[src/rtl/alu_pkg.sv]
// Shared definitions for the two-requester ALU arbiter: instruction codes,
// FSM states, response flag layout and the error flag pattern.
package alu_pkg;

    localparam int DATA_W  = 32;
    localparam int INSTR_W = 5;
    localparam int FLAGS_W = 4;

    localparam logic [INSTR_W-1:0] INSTR_BEQ     = 5'd0;
    localparam logic [INSTR_W-1:0] INSTR_BNE     = 5'd1;
    localparam logic [INSTR_W-1:0] INSTR_BLT     = 5'd2;
    localparam logic [INSTR_W-1:0] INSTR_BGE     = 5'd3;
    localparam logic [INSTR_W-1:0] INSTR_BLTU    = 5'd4;
    localparam logic [INSTR_W-1:0] INSTR_BGEU    = 5'd5;
    localparam logic [INSTR_W-1:0] INSTR_ADD     = 5'd6;
    localparam logic [INSTR_W-1:0] INSTR_SUB     = 5'd7;
    localparam logic [INSTR_W-1:0] INSTR_AND     = 5'd8;
    localparam logic [INSTR_W-1:0] INSTR_OR      = 5'd9;
    localparam logic [INSTR_W-1:0] INSTR_XOR     = 5'd10;
    localparam logic [INSTR_W-1:0] INSTR_SLL     = 5'd11;
    localparam logic [INSTR_W-1:0] INSTR_SRL     = 5'd12;
    localparam logic [INSTR_W-1:0] INSTR_SRA     = 5'd13;
    localparam logic [INSTR_W-1:0] INSTR_SLT     = 5'd14;
    localparam logic [INSTR_W-1:0] INSTR_SLTU    = 5'd15;
    localparam logic [INSTR_W-1:0] INSTR_INVALID = 5'd16;

    typedef enum logic [1:0] {
        IDLE  = 2'd0,
        BUSY  = 2'd1,
        DRAIN = 2'd2
    } state_e;

    localparam int FLAG_ZERO     = 0;
    localparam int FLAG_CON_MET  = 1;
    localparam int FLAG_OVERFLOW = 2;
    localparam int FLAG_ERR      = 3;

    localparam logic [FLAGS_W-1:0] RSP_ERR_FLAGS = 4'b1000;

    // Codes at or above INSTR_INVALID are never issued to the ALU.
    function automatic logic instr_is_valid(input logic [INSTR_W-1:0] instr);
        return instr < INSTR_INVALID;
    endfunction

endpackage

[src/rtl/rr_arbiter2.sv]
// Two-way round-robin grant: a lone request wins, and on contention the
// requester that was not granted last wins. advance commits the current grant.
module rr_arbiter2 (
    input  logic       clk,
    input  logic       rst,
    input  logic [1:0] req,
    input  logic       advance,
    output logic [1:0] grant
);

    logic last_q;
    logic last_d;

    // NOTE: combinational blocks assign every output a default first, so no
    // path through the case can leave a value unassigned and infer a latch.
    always_comb begin
        grant = 2'b00;
        case (req)
            2'b01:   grant = 2'b01;
            2'b10:   grant = 2'b10;
            2'b11:   grant = last_q ? 2'b01 : 2'b10;
            default: grant = 2'b00;
        endcase
    end

    always_comb begin
        last_d = last_q;
        if (advance && (grant != 2'b00)) begin
            last_d = grant[1];
        end
    end

    // Resetting "last" to requester 1 makes requester 0 the favoured one.
    // NOTE: sequential state uses non-blocking assignments only, so every
    // register samples pre-edge values regardless of block ordering.
    always_ff @(posedge clk or posedge rst) begin
        if (rst) begin
            last_q <= 1'b1;
        end else begin
            last_q <= last_d;
        end
    end

endmodule

[src/rtl/alu_arbiter.sv]
// Arbitrates two requesters onto one shared multi-cycle ALU, returning each
// result (or an error response on timeout / bad instruction) to its owner.
module alu_arbiter
    import alu_pkg::*;
#(
    parameter int TIMEOUT_CYCLES = 8
) (
    input  logic                soc_clk,
    input  logic                reset,

    input  logic                req0_valid,
    input  logic [DATA_W-1:0]   req0_dat1,
    input  logic [DATA_W-1:0]   req0_dat2,
    input  logic [INSTR_W-1:0]  req0_instr,
    output logic                req0_ready,

    input  logic                req1_valid,
    input  logic [DATA_W-1:0]   req1_dat1,
    input  logic [DATA_W-1:0]   req1_dat2,
    input  logic [INSTR_W-1:0]  req1_instr,
    output logic                req1_ready,

    output logic                rsp0_valid,
    output logic [DATA_W-1:0]   rsp0_out,
    output logic [FLAGS_W-1:0]  rsp0_flags,
    output logic                rsp1_valid,
    output logic [DATA_W-1:0]   rsp1_out,
    output logic [FLAGS_W-1:0]  rsp1_flags,

    output logic                alu_dat_ready,
    output logic [DATA_W-1:0]   alu_dat1,
    output logic [DATA_W-1:0]   alu_dat2,
    output logic [INSTR_W-1:0]  alu_instr,
    input  logic                alu_ready,
    input  logic                alu_overflow,
    input  logic                alu_con_met,
    input  logic                alu_zero,
    input  logic [DATA_W-1:0]   alu_out
);

    localparam int CNT_W = $clog2(TIMEOUT_CYCLES + 1);
    localparam logic [CNT_W-1:0] CNT_LAST = CNT_W'(TIMEOUT_CYCLES - 1);
    localparam logic [CNT_W-1:0] CNT_MAX  = CNT_W'(TIMEOUT_CYCLES);

    state_e               state_q, state_d;
    logic [DATA_W-1:0]    dat1_q, dat1_d;
    logic [DATA_W-1:0]    dat2_q, dat2_d;
    logic [INSTR_W-1:0]   instr_q, instr_d;
    logic                 id_q, id_d;
    logic [CNT_W-1:0]     cnt_q, cnt_d;
    logic [1:0]           rsp_valid_q, rsp_valid_d;
    logic [DATA_W-1:0]    rsp_out_q, rsp_out_d;
    logic [FLAGS_W-1:0]   rsp_flags_q, rsp_flags_d;

    logic [1:0]           grant;
    logic [1:0]           ready;
    logic                 accept;
    logic                 sel_id;
    logic [DATA_W-1:0]    sel_dat1;
    logic [DATA_W-1:0]    sel_dat2;
    logic [INSTR_W-1:0]   sel_instr;

    rr_arbiter2 u_rr (
        .clk     (soc_clk),
        .rst     (reset),
        .req     ({req1_valid, req0_valid}),
        .advance (accept),
        .grant   (grant)
    );

    // Grants are only offered in IDLE and never while reset is held.
    assign ready     = (state_q == IDLE && !reset) ? grant : 2'b00;
    assign accept    = |ready;
    assign sel_id    = ready[1];
    assign sel_dat1  = sel_id ? req1_dat1  : req0_dat1;
    assign sel_dat2  = sel_id ? req1_dat2  : req0_dat2;
    assign sel_instr = sel_id ? req1_instr : req0_instr;

    always_comb begin
        state_d     = state_q;
        dat1_d      = dat1_q;
        dat2_d      = dat2_q;
        instr_d     = instr_q;
        id_d        = id_q;
        cnt_d       = cnt_q;
        rsp_valid_d = 2'b00;
        rsp_out_d   = rsp_out_q;
        rsp_flags_d = rsp_flags_q;

        case (state_q)
            IDLE: begin
                if (accept) begin
                    dat1_d  = sel_dat1;
                    dat2_d  = sel_dat2;
                    instr_d = sel_instr;
                    id_d    = sel_id;
                    if (instr_is_valid(sel_instr)) begin
                        cnt_d   = '0;
                        state_d = BUSY;
                    end else begin
                        rsp_valid_d[sel_id] = 1'b1;
                        rsp_out_d           = '0;
                        rsp_flags_d         = RSP_ERR_FLAGS;
                    end
                end
            end

            BUSY: begin
                if (cnt_q != CNT_MAX) begin
                    cnt_d = cnt_q + 1'b1;
                end
                if (alu_ready) begin
                    rsp_valid_d[id_q]            = 1'b1;
                    rsp_out_d                    = alu_out;
                    rsp_flags_d                  = '0;
                    rsp_flags_d[FLAG_OVERFLOW]   = alu_overflow;
                    rsp_flags_d[FLAG_CON_MET]    = alu_con_met;
                    rsp_flags_d[FLAG_ZERO]       = alu_zero;
                    state_d                      = DRAIN;
                end else if (cnt_q >= CNT_LAST) begin
                    // This is the last allowed cycle without a result.
                    rsp_valid_d[id_q] = 1'b1;
                    rsp_out_d         = '0;
                    rsp_flags_d       = RSP_ERR_FLAGS;
                    state_d           = DRAIN;
                end
            end

            DRAIN: begin
                if (!alu_ready) begin
                    state_d = IDLE;
                end
            end

            default: state_d = IDLE;
        endcase
    end

    always_ff @(posedge soc_clk or posedge reset) begin
        if (reset) begin
            state_q     <= IDLE;
            dat1_q      <= '0;
            dat2_q      <= '0;
            instr_q     <= '0;
            id_q        <= 1'b0;
            cnt_q       <= '0;
            rsp_valid_q <= 2'b00;
            rsp_out_q   <= '0;
            rsp_flags_q <= '0;
        end else begin
            state_q     <= state_d;
            dat1_q      <= dat1_d;
            dat2_q      <= dat2_d;
            instr_q     <= instr_d;
            id_q        <= id_d;
            cnt_q       <= cnt_d;
            rsp_valid_q <= rsp_valid_d;
            rsp_out_q   <= rsp_out_d;
            rsp_flags_q <= rsp_flags_d;
        end
    end

    assign req0_ready    = ready[0];
    assign req1_ready    = ready[1];
    assign rsp0_valid    = rsp_valid_q[0];
    assign rsp1_valid    = rsp_valid_q[1];
    assign rsp0_out      = rsp_out_q;
    assign rsp1_out      = rsp_out_q;
    assign rsp0_flags    = rsp_flags_q;
    assign rsp1_flags    = rsp_flags_q;
    assign alu_dat_ready = (state_q == BUSY);
    assign alu_dat1      = dat1_q;
    assign alu_dat2      = dat2_q;
    assign alu_instr     = instr_q;

endmodule
[config.mk]
export PLATFORM = sky130hd
export DESIGN_NAME = alu_arbiter
export DESIGN_NICKNAME = d
export VERILOG_FILES = /design/src/rtl/alu_pkg.sv /design/src/rtl/rr_arbiter2.sv /design/src/rtl/alu_arbiter.sv
export SDC_FILE = /design/constraint.sdc
export NUM_CORES = 1
export LEC_CHECK = 0
export ABC_AREA = 1
export CELL_PAD_IN_SITES_DETAIL_PLACEMENT = 1
export CELL_PAD_IN_SITES_GLOBAL_PLACEMENT = 1
export CORE_MARGIN = 1
export CORE_UTILIZATION = 23
export DETAILED_ROUTE_END_ITERATION = 6
export PLACE_DENSITY_LB_ADDON = 0.12
export SYNTH_ARGS = -nofsm -noshare
export SYNTH_HDL_FRONTEND = slang
export SYNTH_HIERARCHICAL = 1
export SYNTH_SLANG_ARGS = --single-unit
[constraint.sdc]
create_clock -name soc_clk -period 3.6 [get_ports soc_clk]
set_input_delay 0.36 -clock soc_clk [delete_from_list [all_inputs] [get_ports soc_clk]]
set_output_delay 0.36 -clock soc_clk [all_outputs]
set_load 0.005 [all_outputs]
==> metrics.csv, run 1 <==
metric,value,unit
n_fill_cell,2674,
drive_above_1_share,5.26,%
maxSlewHeadroom,45.0,%
initial_core_util,23.5,%
antenna_left,0,
worstHoldPathType,primary input to async pin,
synth_nets,822,
antenna_cells,0,
setup_viol,0,
insertion_delay,0.42,ns
num_vias,5320,
avgSynthCellArea,8.28,sq um
fin_nets,1102,
vdd_drop_max,0.279,mV
period_share,72.5,%
synthCells,642,
pwr-share-seq,32.9,%
ios,324,
path_max_fanout,6,
globalplace.congestion,0.758,
p_per_area,735,nW/um^2
max_freq,383,MHz
fin_hold_ws,0.352,ns
crit_required,3.24,ns
design_area,9130,sq um
power_switching,2.15,mW
rsz0062_at_grt,no,
r2r-end,rsp0_out[14],
drv_slew,0,
cts_tree,built,
synth.yosys.warnings,6,
numCtsBuffers,17,
combPwrFrac,42.9,%
start_kind,primary input,
path_class,primary input to output port,
htreeDepth,4,
sw_frac_of_total,32.1,%
tns,0,ns
die-width,154,um
end_kind,output port,
r2r-start,u_rr/last_q,
placed_cells,1188,
intPower,4.56,mW
startpoint,req1_valid,
hold_viol,0,
syn_to_final_growth,71.8,%
placed_area,8580,sq um
worstPathArrival,2.25,ns
root_buffer,clkbuf_16,
gr-total-overflow,0,
p_leak,3.95,nW
path_clk_slew,0.05,ns
endpoint,req1_ready,
core-area,22600,sq um
syn_area,5320,sq um
cts_setup_buffers,0,
layout.cells.non_filler,1217,
drtPass1Iterations,4,
place.port_buffers,323,
hpwlAfterDp,14000,um
netlist-cell-type-count,24,
post_cts_resized,0,
reg2reg_depth,7,
hold_buffers,0,
routedWlPerCell,15.8,um
yosysSeqAreaShare,54.2,%
status,"complete, no violations",
grt_pass1_wl,30500,um
total_power,6.71,mW
ys_ff_latch,115,
antenna_found_initial,0,
die_h,154,um
clockPowerShare,24.2,%
clock_path_buffers,2,
grt_max_degree,117,
dieArea,23700,sq um
skew,0.00875,ns
wl,19300,um
numClockSinks,115,
rows,55,
grt_pass1_vias,5471,
reg2reg_slack,1.19,ns
grt.total_usage,16.8,%
max_cap_viol_count,0,
drt_iter0_drc,161,
fin_crit,2.61,ns
tightest_slew,0.824,ns
viasPerCell,4.37,
drc,0,
## cells by family after synthesis
group	count (synthesis)	synth area share (%)
AO/OA/AOI/OAI	76	8.97
AND/OR/NAND/NOR	361	26.6
buffers and inverters	88	9.79
flip-flops	115	54.2
adder cells (fa/ha/maj)	2	0.471
## through the flow
stage | util [%] | setup slack (ns)
final | 40.3 | 0.992
after CTS | 40.3 | 0.928
after global placement | 37.9 | 0.719
after detailed placement | 37.9 | 0.662
after global routing | 40.3 | 0.870
after floorplan | - | 0.326
## power by group through the flow
stage          Sequential [mW]  Clock, mW  Combinational, mW
3_3_place_gp              2.22          0               2.94
2_1_floorplan             2.23          0               1.22
6_report                  2.21       1.62               2.88
3_5_place_dp              2.23          0               2.95
4_1_cts                   2.22       1.69               2.96
5_1_grt                   2.29       1.73               3.21
## layout by cell type, fill, tap and decap left out, types with 2 or more instances in the layout
master and n:
a31oi_1 68, clkinvlp_4 5, dfrtp_1 114, nand4_1 7, nor2_4 2, o21ai_0 4, inv_1 14, nand3_1 12
nand2_1 261, bufinv_16 2, clkbuf_16 17, ha_1 2, buf_4 7, clkinv_2 5, buf_12 3, clkdlybuf4s50_1 323
nor2_1 74
## critical path, cell delays in order
cell	delay (ns)
clkdlybuf4s50_1	0.49
a21boi_0	0.48
nand3_4	0.18
inv_2	0.09
clkdlybuf4s50_1	0.64
## cell type report
cell class | count | area, sq um | area share [%]
well taps | 285 | 357 | 3.91
clock inverters | 11 | 115 | 1.26
inverters | 16 | 63.8 | 0.699
clock buffers | 18 | 439 | 4.81
flip-flops and latches | 115 | 2880 | 31.5
repair buffers | 333 | 3350 | 36.6
multi-input cells | 439 | 1930 | 21.2
## Yosys cell counts
cell type / instances / area share (%)
nand2_2: 1 / 0.12
a31oi_1: 68 / 8.0
a21boi_0: 1 / 0.14
buf_6: 1 / 0.21
o21a_1: 1 / 0.14
dfstp_2: 1 / 0.49
nor3_1: 1 / 0.094
nor2_4: 2 / 0.42
buf_2: 17 / 1.6
a21oi_2: 1 / 0.16
buf_4: 43 / 6.1
clkbuf_1: 11 / 0.78
inv_2: 1 / 0.071
nand3_2: 1 / 0.19
ha_1: 2 / 0.47
nand2_1: 262 / 18
nand4_1: 7 / 0.82
nand3_1: 12 / 1.1
a21boi_1: 1 / 0.14
inv_1: 15 / 1.1
nor2_2: 1 / 0.12
o21ai_0: 4 / 0.38
nor2_1: 74 / 5.2
dfrtp_1: 114 / 54
## how the worst min path moves through the flow
| stage | from | to |
|---|---|---|
| after detailed placement | id_q | rsp_valid_q[0] |
| after floorplan | reset | u_rr/last_q |
| after global placement | id_q | rsp_valid_q[0] |
| final | reset | u_rr/last_q |
| after CTS | reset | u_rr/last_q |
| after global routing | reset | u_rr/last_q |
## layer usage
metal / up-vias / wire (um) / global-route usage, %
met2: 228 / 9080 / 28.1
met3: 26 / 1910 / 7.27
met1: 2474 / 7850 / 18.9
li1: 2592 / - / -
met4: 0 / 406 / 6.43
met5: - / 0 / 0
## state kept, by name, indices dropped and copies added (netlist names)
signal / count
rsp0_out: 32
alu_dat1: 32
state_q: 2
alu_instr: 5
rsp0_flags: 4
rsp_valid_q: 2
id_q: 1
alu_dat2: 32
cnt_q: 4
u_rr/last_q: 1
Power figures use the tool's default switching activity.
==> run 2, diff against run 1 <==
--- a/config.mk
+++ b/config.mk
@@ -9,7 +9,7 @@
 export CELL_PAD_IN_SITES_DETAIL_PLACEMENT = 1
 export CELL_PAD_IN_SITES_GLOBAL_PLACEMENT = 1
 export CORE_MARGIN = 1
-export CORE_UTILIZATION = 23
+export CORE_UTILIZATION = 26
 export DETAILED_ROUTE_END_ITERATION = 6
 export PLACE_DENSITY_LB_ADDON = 0.12
 export SYNTH_ARGS = -nofsm -noshare
==> constraint.sdc (replaced) <==
create_clock -name soc_clk -period 2.5 [get_ports soc_clk]
set_input_delay 0.25 -clock soc_clk [delete_from_list [all_inputs] [get_ports soc_clk]]
set_output_delay 0.25 -clock soc_clk [all_outputs]
set_load 0.005 [all_outputs]
==> run 2 against run 1 <==
Compared with the run above: clock power is 46% higher; non-clock buffer count stayed put; sequential power is 44% higher; register-to-register slack worse by 0.65 ns; cell area is 0.16% higher; flip-flop and latch count stayed put; die area is 11% lower; core utilization is 5.9 points higher; via count is 1.9% higher; setup slack worse by 0.81 ns.
==> metrics.csv, run 2 (synthesis results as in run 1) <==
metric,value,unit,change
cts_tree,built,,
mostFrequentLayoutCell,clkdlybuf4s50_1,,
die_h,145,um,-5.9%
reg2reg_depth,6,,-1
die-width,145,um,-5.9%
setup_viol,0,,unchanged
num_vias,5420,,+1.9%
startpoint,u_rr/last_q,,
grt_pass1_vias,5656,,+3.4%
fin_nets,1102,,unchanged
cp_common_cell,inv_1,,
maxSlewHeadroom,47.4,%,+2.4 points
preCtsSetupSlack,0.190,ns,-0.472 ns
fin_crit,2.32,ns,
vdd_drop_max,0.470,mV,+68%
hold_buffers,0,,unchanged
drc,0,,unchanged
end_kind,output port,,
syn_to_final_growth,72.0,%,
rows,51,,-7.3%
p_leak,3.96,nW,+0.34%
skew,0.00475,ns,-0.00400 ns
grt.total_usage,18.8,%,+2.0 points
cts_setup_buffers,0,,unchanged
drt_iter0_drc,126,,-22%
drive_above_1_share,5.78,%,+0.52 points
root_buffer,clkbuf_16,,
fin_hold_ws,0.219,ns,-0.134 ns
antenna_found_initial,0,,unchanged
crit_path_top_delay_cell,dfstp_2,,
clock_path_buffers,2,,unchanged
placed_cells,1168,,-1.7%
path_clk_slew,0.05,ns,about the same
gr-total-overflow,0,,unchanged
globalplace.congestion,0.770,,+1.7%
cp_slowest_stage_delay,0.54,ns,-0.10 ns
grt_pass1_wl,30600,um,+0.43%
grt_max_degree,71,,-39%
wl,19400,um,+0.87%
design_area,9150,sq um,+0.16%
post_cts_resized,0,,unchanged
status,"complete, no violations",,
start_kind,flip-flop,,
r2r-start,u_rr/last_q,,
finalCoreUtilization,46.2,%,+5.9 points
rsz0062_at_grt,no,,
placed_area,8580,sq um,unchanged
place.port_buffers,323,,unchanged
final_cell_mix,"clkdlybuf4s50_1, nand2_1, dfrtp_1, nor2_1, a31oi_1",,
htreeDepth,4,,unchanged
path_max_fanout,4,,-2
p_per_area,1070,nW/um^2,+45%
antenna_cells,0,,unchanged
insertion_delay,0.42,ns,about the same
timing.final.ws_setup,0.181,ns,-0.811 ns
worstHoldPathType,primary input to async pin,,
numClockSinks,115,,unchanged
routedWlPerCell,16.2,um,+2.3%
dieArea,21000,sq um,-11%
hpwlAfterDp,14500,um,+3.6%
max_freq,431,MHz,
ios,324,,unchanged
crit_chain,inv_1 > a21boi_1 > nand3_1 > inv_1 > clkdlybuf4s50_1,,
viasPerCell,4.52,,+3.3%
drtPass1Iterations,4,,unchanged
drv_slew,0,,unchanged
worstPathArrival,2.07,ns,-0.18 ns
hold_viol,0,,unchanged
antenna_left,0,,unchanged
n_fill_cell,2289,,-14%
core-area,19800,sq um,-13%
path_class,flip-flop to output port,,
period_share,92.8,%,
numCtsBuffers,17,,unchanged
initial_core_util,26.9,%,+3.4 points
crit_required,2.25,ns,-0.99 ns
tightest_slew,0.789,ns,-0.0345 ns
layout.cells.non_filler,1200,,-1.4%
max_cap_viol_count,0,,unchanged
## run 2: changes by cell type in the layout (fill, tap and decap cells not counted), sizes merged
cell | previous run | this run
clkbuf | 18 | 19
inv | 15 | 16
clkinv | 5 | 6
## run 2: critical path: cells and delay by family, from the launching register on
| kind | cells | cell delay, ns |
|---|---|---|
| compound gates | 1 | 0.12 |
| simple gates | 1 | 0.22 |
| flops | 1 | 0.54 |
| buf+inv | 3 | 0.77 |
## run 2: metrics by stage
| stage | power [mW] | TNS, ns |
|---|---|---|
| 2_1_floorplan | 5.03 | -62.63 |
| 3_3_place_gp | 7.38 | 0 |
| 3_5_place_dp | 7.52 | 0 |
| 4_1_cts | 9.95 | 0 |
| 5_1_grt | 10.4 | 0 |
| 6_report | 9.77 | 0 |
## run 2: path summary, 6_finish.rpt
path / to / slack, ns
worst min-delay path: u_rr/last_q / 0.22
worst max-delay path: req0_ready / 0.18
min in group soc_clk: rsp0_out[12] / 0.38
worst min register to register: u_rr/last_q / 0.49
worst max register to register: alu_dat2[5] / 0.54
max in group asynchronous: rsp0_out[24] / 1.44
## run 2: cell type report
type / instances / area [sq um] / area share [%]
clock inverters: 13 / 136 / 1.49
clock buffers: 19 / 433 / 4.73
inverters: 16 / 63.8 / 0.698
well taps: 265 / 332 / 3.63
repair buffers: 333 / 3360 / 36.7
multi-input cells: 439 / 1940 / 21.3
flip-flops and latches: 115 / 2880 / 31.5
## run 2: power by group
group          switching, mW  total [mW]  internal (mW)
logic                   1.78        4.22           2.45
clock network          0.894        2.36           1.46
registers              0.520        3.19           2.67
total                   3.19        9.77           6.57
## run 2: routing by layer
metal	global-route usage [%]	up-vias	share of wire (%)
met1	20.8	2559	39
li1	-	2598	-
met4	7.45	0	2.4
met3	6.60	26	9.1
met2	32.7	237	50
met5	0	-	0
==> run 3, diff against run 2 <==
--- a/config.mk
+++ b/config.mk
@@ -10,8 +10,10 @@
 export CELL_PAD_IN_SITES_GLOBAL_PLACEMENT = 1
 export CORE_MARGIN = 1
 export CORE_UTILIZATION = 26
+export CTS_BUF_LIST = sky130_fd_sc_hd__clkbuf_16
 export DETAILED_ROUTE_END_ITERATION = 6
 export PLACE_DENSITY_LB_ADDON = 0.12
+export SETUP_SLACK_MARGIN = 0.3
 export SYNTH_ARGS = -nofsm -noshare
 export SYNTH_HDL_FRONTEND = slang
 export SYNTH_HIERARCHICAL = 1
==> run 3 against run 2 <==
Compared with the run above: die area unchanged; flip-flop and latch count stayed put; combinational power is 0.9% higher; critical path type unchanged; non-clock buffer count is 3 higher; worst hold slack got worse by 0.0011 ns; largest power group unchanged; total power is 0.32% higher; largest cell class unchanged; via count is essentially flat; highest routed layer unchanged; register-to-register slack about the same; routed wire length up 0.47%; clock power about the same.
==> metrics.csv, run 3 (synthesis results as in run 1) <==
metric,value,unit,change
routedWlPerCell,16.2,um,+0.22%
die-width,145,um,unchanged
period_share,84.3,%,-8.5 points
skew,0.00501,ns,+0.000255 ns
antenna_found_initial,0,,unchanged
hpwlAfterDp,14500,um,unchanged
grt_max_degree,71,,unchanged
clock_path_buffers,2,,unchanged
htreeDepth,4,,unchanged
mostFrequentLayoutCell,clkdlybuf4s50_1,,
path_max_fanout,3,,-1
insertion_delay,0.42,ns,about the same
rsz0062_at_grt,no,,
drt_iter0_drc,117,,-7.1%
antenna_cells,0,,unchanged
drv_slew,0,,unchanged
fin_crit,2.11,ns,-0.212 ns
viasPerCell,4.51,,-0.19%
status,"complete, no violations",,
vdd_drop_max,0.471,mV,+0.13%
total_power,9.80,mW,+0.32%
grt.total_usage,18.9,%,+0.10 points
worstHoldPathType,primary input to async pin,,
grt_pass1_wl,30800,um,+0.58%
max_cap_viol_count,0,,unchanged
ios,324,,unchanged
maxSlewHeadroom,47.5,%,+0.067 points
syn_to_final_growth,72.7,%,
setup_viol,0,,unchanged
die_h,145,um,unchanged
rows,51,,unchanged
fin_nets,1105,,+0.27%
dieArea,21000,sq um,unchanged
hold_buffers,0,,unchanged
tightest_slew,0.788,ns,-0.00101 ns
final_cell_mix,"clkdlybuf4s50_1, nand2_1, dfrtp_1, nor2_1, a31oi_1",,
r2r-end,alu_dat2[5],,
antenna_left,0,,unchanged
start_kind,flip-flop,,
crit_required,2.25,ns,about the same
gr-total-overflow,0,,unchanged
r2r-start,u_rr/last_q,,
grt_pass1_vias,5695,,+0.69%
wl,19500,um,+0.47%
end_kind,output port,,
worstPathArrival,1.86,ns,-0.21 ns
hold_viol,0,,unchanged
finalCoreUtilization,46.4,%,+0.17 points
drive_above_1_share,6.40,%,+0.62 points
num_vias,5423,,+0.055%
numCtsBuffers,17,,unchanged
drc,0,,unchanged
reg2reg_depth,6,,unchanged
globalplace.congestion,0.770,,unchanged
root_buffer,clkbuf_16,,
path_class,flip-flop to output port,,
drtPass1Iterations,4,,unchanged
place.port_buffers,323,,unchanged
p_per_area,1070,nW/um^2,about the same
core-area,19800,sq um,unchanged
cts_tree,built,,
numClockSinks,115,,unchanged
max_freq,474,MHz,+10%
path_clk_slew,0.06,ns,about the same
p_leak,4.00,nW,+0.94%
initial_core_util,26.9,%,unchanged
reg2reg_slack,0.55,ns,about the same
run 3: cell types whose count changed in the layout (fill, tap and decap cells not counted), sizes merged:
cell,before,now
buf,10,13
clkbuf,19,17
clkdlybuf4s50,323,322
dlymetal6s2s,0,1
inv,16,18
run 3: how the worst max path moves through the flow:
stage | startpoint | endpoint | slack, ns | cells past startpoint
4_1_cts | u_rr/last_q | req1_ready | 0.30 | 5
5_1_grt | state_q[1] | req0_ready | 0.31 | 5
2_1_floorplan | reset | alu_dat1[0] | -0.59 | 7
3_3_place_gp | reset | cnt_q[1] | 0.27 | 8
3_5_place_dp | reset | cnt_q[0] | 0.19 | 8
6_report | u_rr/last_q | req0_ready | 0.39 | 5
run 3: worst max-delay path, stage by stage, from the launching register on:
cell             delay [ns]
dfstp_2                0.54
inv_1                  0.06
a21boi_2               0.13
nand3_2                0.11
inv_2                  0.09
clkdlybuf4s50_1        0.52
run 3: metal layers:
metal	part of all wire (%)	GRT usage [%]	wire, um
met1	39	20.9	7640
met2	49	33.0	9650
met3	9.0	6.60	1760
met4	2.4	7.45	459
met5	0	0	0
run 3: metrics by stage:
stage | instance area [sq um] | instances | hold WS [ns] | TNS (ns) | worst slack, ns
2_1_floorplan | 5390 | 642 | 0.140 | -62.63 | -0.589
6_report | 9180 | 1203 | 0.218 | 0 | 0.392
4_1_cts | 9170 | 1203 | 0.209 | 0 | 0.301
5_1_grt | 9180 | 1203 | 0.221 | 0 | 0.308
3_3_place_gp | 8580 | 1168 | 0.472 | 0 | 0.266
3_5_place_dp | 8580 | 1168 | 0.488 | 0 | 0.190
run 3: power breakdown:
| part | leakage [nW] | total [mW] | switching (mW) | internal, mW |
|---|---|---|---|---|
| Sequential | 1.36 | 3.19 | 0.519 | 2.67 |
| Clock | 0.277 | 2.35 | 0.896 | 1.45 |
| Combinational | 2.36 | 4.26 | 1.79 | 2.47 |
run 3: layout make-up:
class / instances / area [sq um]
clock inverter: 15 / 144
timing repair buffer: 336 / 3380
fill: 2294 / 10600
sequential: 115 / 2880
inverter: 16 / 63.8
tap: 265 / 332
multi-input combinational: 439 / 1950
clock buffer: 17 / 425
run 3: what timing repair did:
action | 4_1_cts | 5_1_grt
pin swaps | 2 | 0
hold endpoints to repair | 0 | 0
buffers inserted | 3 | 0
gates resized for setup | 2 | 2
endpoints found under the setup margin | 2 | 2
gates cloned | 0 | 0
